--- src/rtl/ram_loader_if.sv ---
// Byte-stream handshake from the host plus the programming port into the program RAM.
// master: the host/upstream side; slave: the loader that consumes bytes and drives the RAM.
interface ram_loader_if #(
  parameter int unsigned DATA_WIDTH = 8,
  parameter int unsigned ADDR_WIDTH = 4
);
  logic                  in_valid;
  logic [DATA_WIDTH-1:0] in_data;
  logic                  in_ready;
  logic                  prg_mode;
  logic [ADDR_WIDTH-1:0] prg_address;
  logic [DATA_WIDTH-1:0] prg_data;
  logic                  prg_wr;

  modport master (
    output in_valid,
    output in_data,
    input  in_ready,
    input  prg_mode,
    input  prg_address,
    input  prg_data,
    input  prg_wr
  );

  modport slave (
    input  in_valid,
    input  in_data,
    output in_ready,
    output prg_mode,
    output prg_address,
    output prg_data,
    output prg_wr
  );
endinterface

--- src/rtl/ram_loader.sv ---
// Program loader: takes bytes over valid/ready and writes them into the program RAM from
// START_ADDR upward, keeping a byte count, a running checksum and a sticky loaded flag.
module ram_loader #(
  parameter int unsigned DATA_WIDTH = 8,
  parameter int unsigned ADDR_WIDTH = 4,
  parameter int unsigned START_ADDR = 0,
  parameter int unsigned LOAD_LEN   = 16
) (
  input  logic                  clk,
  input  logic                  rst,
  input  logic                  start,
  input  logic                  abort,
  ram_loader_if.slave           bus,
  output logic                  busy,
  output logic                  done,
  output logic                  loaded,
  output logic [ADDR_WIDTH:0]   byte_count,
  output logic [DATA_WIDTH-1:0] checksum
);

  localparam logic [1:0] IDLE  = 2'd0;
  localparam logic [1:0] LOAD  = 2'd1;
  localparam logic [1:0] WRITE = 2'd2;
  localparam logic [1:0] DONE  = 2'd3;

  localparam logic [ADDR_WIDTH-1:0] FIRST_ADDR = ADDR_WIDTH'(START_ADDR);
  localparam logic [ADDR_WIDTH:0]   LAST_COUNT = (ADDR_WIDTH + 1)'(LOAD_LEN);

  logic [1:0]            state_q, state_d;
  logic [ADDR_WIDTH-1:0] addr_q, addr_d;
  logic [DATA_WIDTH-1:0] data_q, data_d;
  logic [ADDR_WIDTH:0]   count_q, count_d;
  logic [DATA_WIDTH-1:0] sum_q, sum_d;
  logic                  loaded_q, loaded_d;
  logic [ADDR_WIDTH:0]   count_inc;

  assign count_inc = count_q + 1'b1;

  always_comb begin
    state_d  = state_q;
    addr_d   = addr_q;
    data_d   = data_q;
    count_d  = count_q;
    sum_d    = sum_q;
    loaded_d = loaded_q;
    case (state_q)
      IDLE: begin
        // start beats a simultaneous abort; abort alone is a no-op here
        if (start) begin
          state_d  = LOAD;
          addr_d   = FIRST_ADDR;
          count_d  = '0;
          sum_d    = '0;
          loaded_d = 1'b0;
        end
      end
      LOAD: begin
        if (abort) begin
          state_d = IDLE;
        end else if (bus.in_valid) begin
          data_d  = bus.in_data;
          state_d = WRITE;
        end
      end
      WRITE: begin
        // the strobe in this cycle always lands, so it is counted even when aborting
        count_d = count_inc;
        sum_d   = sum_q + data_q;
        if (abort) begin
          state_d = IDLE;
        end else if (count_inc == LAST_COUNT) begin
          state_d = DONE;
        end else begin
          addr_d  = addr_q + 1'b1;
          state_d = LOAD;
        end
      end
      DONE: begin
        loaded_d = 1'b1;
        state_d  = IDLE;
      end
      default: state_d = IDLE;
    endcase
  end

  always_ff @(posedge clk or posedge rst) begin
    if (rst) begin
      state_q  <= IDLE;
      addr_q   <= FIRST_ADDR;
      data_q   <= '0;
      count_q  <= '0;
      sum_q    <= '0;
      loaded_q <= 1'b0;
    end else begin
      state_q  <= state_d;
      addr_q   <= addr_d;
      data_q   <= data_d;
      count_q  <= count_d;
      sum_q    <= sum_d;
      loaded_q <= loaded_d;
    end
  end

  // Everything below decodes registered state, so reset clears it without waiting for a clock.
  assign bus.in_ready    = (state_q == LOAD);
  assign bus.prg_mode    = (state_q != IDLE);
  assign bus.prg_wr      = (state_q == WRITE);
  assign bus.prg_address = addr_q;
  assign bus.prg_data    = data_q;
  assign busy            = (state_q != IDLE);
  assign done            = (state_q == DONE);
  assign loaded          = loaded_q;
  assign byte_count      = count_q;
  assign checksum        = sum_q;

endmodule
--- src/flat_wrapper.sv ---
// flat-port wrapper written by rule: the top's interface ports become plain ports
module ram_loader_flat 
#(
  parameter int unsigned DATA_WIDTH = 8,
  parameter int unsigned ADDR_WIDTH = 4,
  parameter int unsigned START_ADDR = 0,
  parameter int unsigned LOAD_LEN   = 16
)
  (clk, rst, start, abort, busy, done, loaded, byte_count, checksum, bus_in_valid, bus_in_data, bus_in_ready, bus_prg_mode, bus_prg_address, bus_prg_data, bus_prg_wr);
  ram_loader_if #(.DATA_WIDTH(DATA_WIDTH), .ADDR_WIDTH(ADDR_WIDTH)) bus_i ();
  input  logic clk;
  input  logic rst;
  input  logic start;
  input  logic abort;
  output logic busy;
  output logic done;
  output logic loaded;
  output logic [ADDR_WIDTH:0] byte_count;
  output logic [DATA_WIDTH-1:0] checksum;
  input wire logic [$bits(bus_i.in_valid)-1:0] bus_in_valid;
  input wire logic [$bits(bus_i.in_data)-1:0] bus_in_data;
  output wire logic [$bits(bus_i.in_ready)-1:0] bus_in_ready;
  output wire logic [$bits(bus_i.prg_mode)-1:0] bus_prg_mode;
  output wire logic [$bits(bus_i.prg_address)-1:0] bus_prg_address;
  output wire logic [$bits(bus_i.prg_data)-1:0] bus_prg_data;
  output wire logic [$bits(bus_i.prg_wr)-1:0] bus_prg_wr;
  assign bus_i.in_valid = bus_in_valid;
  assign bus_i.in_data = bus_in_data;
  assign bus_in_ready = bus_i.in_ready;
  assign bus_prg_mode = bus_i.prg_mode;
  assign bus_prg_address = bus_i.prg_address;
  assign bus_prg_data = bus_i.prg_data;
  assign bus_prg_wr = bus_i.prg_wr;
  ram_loader #(.DATA_WIDTH(DATA_WIDTH), .ADDR_WIDTH(ADDR_WIDTH), .START_ADDR(START_ADDR), .LOAD_LEN(LOAD_LEN)) u_core (.clk(clk), .rst(rst), .start(start), .abort(abort), .bus(bus_i), .busy(busy), .done(done), .loaded(loaded), .byte_count(byte_count), .checksum(checksum));
endmodule
--- config.mk ---
export PLATFORM = sky130hd
export DESIGN_NAME = ram_loader_flat
export DESIGN_NICKNAME = d
export VERILOG_FILES = /design/src/rtl/ram_loader_if.sv /design/src/rtl/ram_loader.sv /design/src/flat_wrapper.sv
export SDC_FILE = /design/constraint.sdc
export NUM_CORES = 1
export LEC_CHECK = 0
export ABC_CLOCK_PERIOD_IN_PS = 1900
export CELL_PAD_IN_SITES_DETAIL_PLACEMENT = 0
export CELL_PAD_IN_SITES_GLOBAL_PLACEMENT = 1
export CORE_UTILIZATION = 32
export CTS_CLUSTER_SIZE = 40
export DETAILED_ROUTE_END_ITERATION = 10
export PLACE_DENSITY = 0.84
export SLEW_MARGIN = 20
export SYNTH_ARGS = -nofsm -noshare
export SYNTH_HDL_FRONTEND = slang
export SYNTH_SLANG_ARGS = --single-unit
--- constraint.sdc ---
create_clock -name clk -period 1.9 [get_ports clk]
set_input_delay 0.38 -clock clk [delete_from_list [all_inputs] [get_ports clk]]
set_output_delay 0.38 -clock clk [all_outputs]
set_load 0.005 [all_outputs]
After elaboration in Yosys (flattened, before gate mapping)
Index checks and enable logic that the tools add are counted.

storage, ports and cells
  input bits = 13
  bits in read-only memories = 0
  bits in registers = 28
  latch bits = 0
  bits in writable memories = 0
  output and inout bits = 31
  memories = 0

cells by class
  multipliers = 0
  divide/modulo/power cells = 0
  shifts and indexed selects = 0
  multiplexer cells = 16
  reduce and logical (&&, ||, !) cells = 9
  equal/unequal tests = 8
  add/subtract/negate cells = 3
  bitwise operators = 1
  $lt $le $gt $ge = 0

operator list
  operator                                                                count
  8-bit one-hot mux with 2 select lines                                   1
  4-bit two-way mux                                                       3
  2-bit two-way mux                                                       5
  5-bit one-hot mux with 2 select lines                                   1
  8-bit adder                                                             1
  8-bit two-way mux                                                       1
  2-bit one-hot mux with 4 select lines                                   1
  4-bit one-hot mux with 2 select lines                                   1
  2-bit != test (second input constant)                                   3
  2-bit AND reduction                                                     3
  2-bit nonzero test                                                      3
  5-bit by 1-bit adder with 5-bit output (second input constant)          1
  5-bit equality test (second input constant)                             1
  5-bit two-way mux                                                       1
  4-bit by 1-bit adder with 4-bit output (second input constant)          1
  2-bit equality test (second input constant)                             2
  4-bit AND reduction                                                     1
  3-bit != test (second input constant)                                   1
  3-bit AND reduction                                                     1
  2-bit by 1-bit equality test with 1-bit output (second input constant)  1
  2-bit logical NOT                                                       1
  1-bit one-hot mux with 2 select lines                                   1
  1-bit two-way mux                                                       1
  1-bit NOT                                                               1

Longest topological paths before layout
Gate-level depths: netlist of run 1.

  depth after elaboration = 5
  mapped depth = 7

Worst setup path after synthesis of run 1
No wires, ideal clock.

  path type = reg2reg
  from = register u_core.data_q[0], in the netlist u_core.bus.prg_data[0]
  to = register u_core.sum_q[6], in the netlist u_core.checksum[6]
  stages on the path, launching flop included = 8
  path slack = -9 ps
  required time = 1773 ps
  arrival time = 1781 ps
  cell sequence = dfrtp_1 -> ha_1 -> fa_1 -> a21o_1 -> a31o_2 -> a21oi_1 -> xor2_1 -> o21ai_0

between the ends
  longest elaborated chain between the ends = 2

RTL lines
  what                                   line              source
  start: declaration                     ram_loader.sv:31  logic [DATA_WIDTH-1:0] data_q, data_d;
  start signal: assignment               ram_loader.sv:97  data_q <= data_d;
  8-bit adder                            ram_loader.sv:68  sum_d = sum_q + data_q;
  8-bit one-hot mux with 2 select lines  ram_loader.sv:46  case (state_q)
  end signal: assignment                 ram_loader.sv:99  sum_q <= sum_d;
  end: declaration                       ram_loader.sv:33  logic [DATA_WIDTH-1:0] sum_q, sum_d;

Every way passes these cells.
A chain may end at the register's enable or synchronous reset.

Final worst setup path of run 1
  from = register u_core.sum_q[0], in the netlist u_core.checksum[0]
  to = register u_core.sum_q[6], in the netlist u_core.checksum[6]

between the ends
  longest elaborated chain between the ends = 2

RTL lines
  what                                   line
  8-bit adder                            ram_loader.sv:68
  8-bit one-hot mux with 2 select lines  ram_loader.sv:46

Every way passes these cells.

==> impl_results.md, run 1 <==
- Status: complete, no violations
- Core box area: 0.00469 mm^2
- Final setup viols: 0
- Synthesis-stage register bit count: 28
- Std cell rows: 25
- Via Count: 1306
- Power density over the cells: 871 mW/mm^2
- Area grow syn2layout: 41.4%
- Layout Nets: 227
- Total Power: 1920 uW
- Ys Warns: 0
- Synth Area per Inst: 10.5 um^2
- Tmin final: 1.86 ns
- Post-synth cell types: 41
- Class of the worst hold path: in2async
- Top cells by area, synth: dfrtp_1, ha_1, mux2_2
- Worst reg2reg startpoint: u_core.checksum[0]$_DFFE_PP0P_
- DPL Wire Length: 2470 um
- Synth Flop Type: dfrtp_1
- Clock Latency Late Sink: 0.26 ns
- Slowest-stage cell, CP: dfrtp_1
- Fillers: 467
- Die W: 71.7 um
- Cells after Synth: 148
- Worst-path cell chain: ha_4, fa_2, a21o_1, a31o_2, a21oi_2, xor2_1, o21ai_1
- Worst-path fanout max: 2
- Layout Skew: 0.00246 ns
- Die Height: 71.7 um
- Overall Global Routing Usage: 14.2%
- Area leader, netlist: dfrtp_1
- Worst EP arrival: 2.02 ns
- Sequential element share of the synthesized area: 45.0%
- Flop2flop setup slack: 0.04 ns
- Clock root cell: clkbuf_8
- CTS tree: yes
- First-pass GRT wire length: 5780 um
- Top-area cell type share of the netlist area: 45.0%
- Drt wl/cell: 13.0 um
- Clock slew at reported path FFs: 0.09 ns
- Mapped cell area: 0.00156 mm^2
- Clock Sinks: 28
- Antenna-violating nets left: 0
- Antenna cell count: 0
- Leak: 0.000975 uW
- CTS H-Tree Depth: 1
- Initial DRC Count: 48
- Routed wire length: 3320 um
- Max Freq: 537 MHz
- RSZ-0062 raised after global routing: true
- Final worst setup slack: 0.0385 ns
- Rel. slew slack: 36.6%
- Drc violations: 0
- Largest net degree at the start of global routing: 29
- Layout cells sized above 1: 18.9%
- Gr ovfl total: 0
- Starting density of the core: 33.2%
- Fin. max-slew vios: 0
- Synth async-reset ratio: 100%
- Terminus of the critical flop-to-flop path: u_core.checksum[6]$_DFFE_PP0P_
- Die area: 0.00515 mm^2
- # port buffers: 43
- Max-cap violation count: 0
- Vias per std cell: 5.12
- Pre-CTS setup slack: -0.0631 ns
- Initial antenna violation count: 0
- Worst-Margin Slew: 0.949 ns
- Critical path's largest stage delay: 0.43 ns
- WP data required: 2.06 ns
- Setup crit end kind: flop
- Setup Crit Path Kind: reg2reg
- CTS buffer count: 3
- Fin. Hold Viols: 0
- Mapped Nets: 172
- Peak supply drop: 0.376 mV
- Post-synth EDFFs: 0
- 1st-pass router iterations: 4
- IO Pins: 44
- Startpoint types: flop
- CP Buf/Inv Count: 0
- Crit path max-delay family: compound AO/OA/AOI/OAI gates
- Fin crit share: 98.0%
- Cells on worst reg2reg path: 7
- Number of global-route vias before repair: 1261
- Gpl congestion: 0.773
- Max Root-Sink Buffers: 2
==> cells in the mapped netlist, types with 2 or more instances <==
cell	instances
a211oi_1	3
a21o_1	4
a21oi_1	7
a22o_1	3
and2_1	2
and3_1	2
buf_2	2
dfrtp_1	28
ha_1	10
inv_1	5
mux2_2	8
nand2_1	13
nand2b_1	4
nand3_1	5
nand3b_1	2
nor2_1	6
o21ai_0	13
o21ai_1	2
o21bai_1	2
xor2_1	6
==> how the worst max path moves through the flow <==
| stage | from | endpoint | slack, ns | cells after the start |
|---|---|---|---|---|
| floorplan | u_core.bus.prg_data[0]$_DFFE_PP0P_ | u_core.checksum[6]$_DFFE_PP0P_ | 0.04 | 7 |
| global placement | start | u_core.byte_count[2]$_DFFE_PP0P_ | -0.06 | 4 |
| detailed placement | start | u_core.byte_count[2]$_DFFE_PP0P_ | -0.06 | 4 |
| CTS | u_core.bus.prg_data[0]$_DFFE_PP0P_ | u_core.checksum[6]$_DFFE_PP0P_ | 0.002 | 7 |
| global route | u_core.checksum[0]$_DFFE_PP0P_ | u_core.checksum[6]$_DFFE_PP0P_ | -0.06 | 7 |
| finish | u_core.checksum[0]$_DFFE_PP0P_ | u_core.checksum[6]$_DFFE_PP0P_ | 0.04 | 7 |
==> placed cells by master (no fill, tap or decap), types with 6 or more instances in the layout <==
master	Yosys	routed
clkdlybuf4s50_1	0	43
a21oi_1	7	6
nand2_1	13	13
xor2_1	6	6
o21ai_0	13	11
dfrtp_1	28	26
mux2_2	8	8
ha_1	10	8
buf_4	1	10
nor2_1	6	6
==> repair_timing <==
item | in CTS | in global routing
pin swaps | 0 | 6
buffers inserted | 0 | 2
resized for setup | 2 | 8
hold buffers | 0 | 0
endpoints found under the hold margin | 0 | 0
setup endpoints to repair | 2 | 5
==> where the power goes <==
part / switching [uW] / internal [uW]
clock: 175 / 142
sequential: 115 / 706
combinational: 308 / 472
total: 597 / 1320
==> stage by stage <==
step | TNS (ns) | hold slack, ns | utilization (%) | cells | cell area, um^2
after floorplan | 0 | 0.445 | - | 148 | 1560
after global placement | -0.0681 | 0.462 | 45.1 | 250 | 2120
after detailed placement | -0.119 | 0.471 | 45.1 | 250 | 2120
after CTS | 0 | 0.480 | 46.1 | 253 | 2160
after global routing | -0.0564 | 0.494 | 46.9 | 255 | 2200
final | 0 | 0.468 | 46.9 | 255 | 2200
==> worst reg2reg max path: cells and delay by family, from the launching register on <==
family          cells  cell delay (ns)
flops               1             0.43
compound gates      4             0.61
xor+xnor            1             0.15
fa+ha+maj           2             0.58
==> cells by family (layout without fill, tap and decap cells) <==
group | count (synthesis) | after routing | share of synthesized area, %
simple gates | 40 | 40 | 13.3
flops | 28 | 28 | 45.0
xor+xnor | 7 | 7 | 3.94
fa+ha+maj | 11 | 11 | 9.32
mux | 9 | 9 | 6.43
compound gates | 43 | 43 | 19.2
buf+inv | 10 | 63 | 2.81
==> final cells by class <==
class | instances | area, um^2 | share of cell area (%)
clock buffers | 3 | 41.3 | 1.88
inverters | 6 | 22.5 | 1.02
multi-input cells | 110 | 841 | 38.2
well taps | 54 | 67.6 | 3.07
flip-flops and latches | 28 | 703 | 31.9
repair buffers | 54 | 526 | 23.9
==> flip-flops by register name, summed over array words and instances, names as in the netlist <==
| name | flops |
|---|---|
| u_core.byte_count | 5 |
| u_core.state_q | 2 |
| u_core.loaded | 1 |
| u_core.checksum | 8 |
| u_core.bus.prg_data | 8 |
| u_core.bus.prg_address | 4 |
==> layer usage <==
layer	vias up	routed length (um)	GRT usage, %
li1	640	-	-
met1	637	1590	19.8
met2	27	1590	23.5
met3	2	118	2.11
met4	0	19	3.27
met5	-	0	0
Power figures use the tool's default switching activity.
==> inputs of run 2 (changes only) <==
ABC_CLOCK_PERIOD_IN_PS = 1700   (was 1900)
HOLD_SLACK_MARGIN = 0.15   (was default)
clock period = 1.7 ns   (was 1.9 ns; I/O delays follow)
==> impl_results.md, run 2 (synthesis gave the netlist of run 1 again) <==
- Status: finished with violations (was complete, no violations)
- Violated checks: negative setup slack
- Fin. Hold Viols: 0 (unchanged)
- Max Root-Sink Buffers: 2 (unchanged)
- Gr ovfl total: 0 (unchanged)
- Rel. slew slack: 73.0% (was 36.6%)
- Critical path's largest stage delay: 0.39 ns (was 0.43 ns)
- Layout Nets: 245 (was 227)
- Largest net degree at the start of global routing: 29 (unchanged)
- Final worst setup slack: -0.0643 ns (was 0.0385 ns)
- Final setup viols: 4 (was 0)
- Placed cells: 261 (was 250)
- Max-cap violation count: 0 (unchanged)
- Combinational Power Share: 42.7% (was 40.7%)
- Class of the worst hold path: in2async (unchanged)
- CP Buf/Inv Count: 0 (unchanged)
- Clock Latency Late Sink: 0.27 ns (was 0.26 ns)
- First-pass GRT wire length: 6240 um (was 5780 um)
- WP data required: 1.87 ns (was 2.06 ns)
- Antenna cell count: 0 (unchanged)
- Antenna-violating nets left: 0 (unchanged)
- Number of global-route vias before repair: 1347 (was 1261)
- Clock Sinks: 28 (unchanged)
- Slowest-stage cell, CP: dfrtp_1 (unchanged)
- Layout cells sized above 1: 29.5% (was 18.9%)
- CTS tree: yes (unchanged)
- # port buffers: 43 (unchanged)
- DPL Wire Length: 2560 um (was 2470 um)
- Worst-path fanout max: 2 (unchanged)
- Internal Dissipation: 1600 uW (was 1320 uW)
- Leak: 0.00119 uW (was 0.000975 uW)
- Crit path max-delay family: compound AO/OA/AOI/OAI gates (unchanged)
- Sequential share of power: 39.3% (was 42.8%)
- Worst-Margin Slew: 0.404 ns (was 0.949 ns)
- Initial DRC Count: 61 (was 48)
- Switch Pwr: 722 uW (was 597 uW)
- Max Freq: 567 MHz (was 537 MHz)
- Initial antenna violation count: 0 (unchanged)
- Clock root cell: clkbuf_8 (unchanged)
- Final core utilization: 51.4% (was 46.9%)
- CTS H-Tree Depth: 1 (unchanged)
- Area grow syn2layout: 54.8% (was 41.4%)
- Peak supply drop: 0.498 mV (was 0.376 mV)
- Worst EP arrival: 1.94 ns (was 2.02 ns)
- CTS buffer count: 3 (unchanged)
- Worst-path cell chain: ha_2, fa_2, a21o_1, a31o_2, a21oi_2, xor2_1, o21ai_1 (was ha_4, fa_2, a21o_1, a31o_2, a21oi_2, xor2_1, o21ai_1)
- Via Count: 1400 (was 1306)
- Fin crit share: 104% (was 98.0%)
- Die area: 0.00515 mm^2 (unchanged)
- RSZ-0062 raised after global routing: true (unchanged)
- Layout Skew: 0.00114 ns (was 0.00246 ns)
- Pre-CTS setup slack: -0.111 ns (was -0.0631 ns)
- Drt wl/cell: 13.7 um (was 13.0 um)
- Post-route insts no fill: 274 (was 255)
- Drc violations: 0 (unchanged)
- Clock share of power: 18.0% (was 16.5%)
- Setup crit end kind: flop (unchanged)
- Die Height: 71.7 um (unchanged)
- Sw Ratio: 31.1% (about the same)
- Routed wire length: 3740 um (was 3320 um)
- Power density over the cells: 962 mW/mm^2 (was 871 mW/mm^2)
- Overall Global Routing Usage: 15.4% (was 14.2%)
- Vias per std cell: 5.11 (was 5.12)
- Std cell rows: 25 (unchanged)
- Starting density of the core: 33.2% (unchanged)
- Gpl congestion: 0.779 (was 0.773)
- Fin. max-slew vios: 0 (unchanged)
- IO Pins: 44 (unchanged)
- Fillers: 435 (was 467)
- Tmin final: 1.76 ns (was 1.86 ns)
- Setup Crit Path Kind: reg2reg (unchanged)
- Most common cell after layout, fill and taps aside: clkdlybuf4s50_1 (unchanged)
- Clock slew at reported path FFs: 0.09 ns (about the same)
- 1st-pass router iterations: 5 (was 4)
- Most frequent cells in the layout: clkdlybuf4s50_1, dfrtp_1, buf_4 (was clkdlybuf4s50_1, dfrtp_1, nand2_1)
- Die W: 71.7 um (unchanged)
- Startpoint types: flop (unchanged)
- Fin Setup TNS: -0.155 ns (was 0 ns)
- Core box area: 0.00469 mm^2 (unchanged)
- Hold_buf cts: 0 (unchanged)
run 2: cell count changes in the layout (fill, tap and decap cells not counted), sizes merged:
cell and change:
dlymetal6s2s +6, buf +18, clkbuf +1, clkdlybuf4s50 -8, dlygate4sd2 +2
run 2: power groups by stage:
stage	registers (uW)	logic, uW	clock network [uW]
2_1_floorplan	919	429	0
3_3_place_gp	916	901	0
3_5_place_dp	921	914	0
4_1_cts	907	963	440
5_1_grt	935	1090	461
6_report	912	990	416
run 2: repair_timing:
action / 4_1_cts / 5_1_grt
pin swaps: 3 / 8
resized for setup: 9 / 21
hold endpoints to repair: 0 / 0
endpoints found under the setup margin: 11 / 16
buffers inserted: 5 / 4
run 2: per-stage QoR:
stage | cell area, um^2 | hold slack (ns) | total power [uW]
final | 2410 | 0.426 | 2320
after global routing | 2410 | 0.456 | 2490
after CTS | 2320 | 0.433 | 2310
after detailed placement | 2200 | 0.467 | 1840
after global placement | 2200 | 0.461 | 1820
after floorplan | 1570 | 0.405 | 1350
run 2: routing by layer:
layer  global-route usage, %  part of all wire [%]  vias to the layer above
met5                       0                     0                        -
met2                    25.9                    50                       40
met3                    2.11                   3.5                        6
li1                        -                     -                      677
met4                    5.88                   1.3                        0
met1                    20.2                    45                      677
run 2: final cells by class:
cell class / instances / area [um^2] / area share [%]
clock buffers: 4 / 55.1 / 2.28
inverters: 6 / 22.5 / 0.935
multi-input cells: 110 / 871 / 36.1
flip-flops and latches: 28 / 702 / 29.1
well taps: 54 / 67.6 / 2.80
repair buffers: 72 / 692 / 28.7
run 2: worst paths after layout:
path,slack [ns],cells past startpoint,start,to
max in group asynchronous,0.97,3,rst,u_core.state_q[1]$_DFFE_PP0P_
hold reg to reg,0.48,1,u_core.loaded$_DFFE_PP0P_,u_core.loaded$_DFFE_PP0P_
setup / recovery,-0.06,7,u_core.bus.prg_data[0]$_DFFE_PP0P_,u_core.checksum[6]$_DFFE_PP0P_
hold / removal,0.43,3,rst,u_core.state_q[0]$_DFFE_PP0P_
min in group clk,0.48,1,u_core.loaded$_DFFE_PP0P_,u_core.loaded$_DFFE_PP0P_
setup reg to reg,-0.06,7,u_core.bus.prg_data[0]$_DFFE_PP0P_,u_core.checksum[6]$_DFFE_PP0P_
run 2: worst min-delay path: cells and delay by family:
family | cells | cell delay, ns
buf+inv | 3 | 0.78
==> inputs of run 3 (changes only) <==
ABC_CLOCK_PERIOD_IN_PS = default   (was 1700)
==> results of run 3 <==
Same layout as run 2: the final DEF is identical, and so are final timing and power.
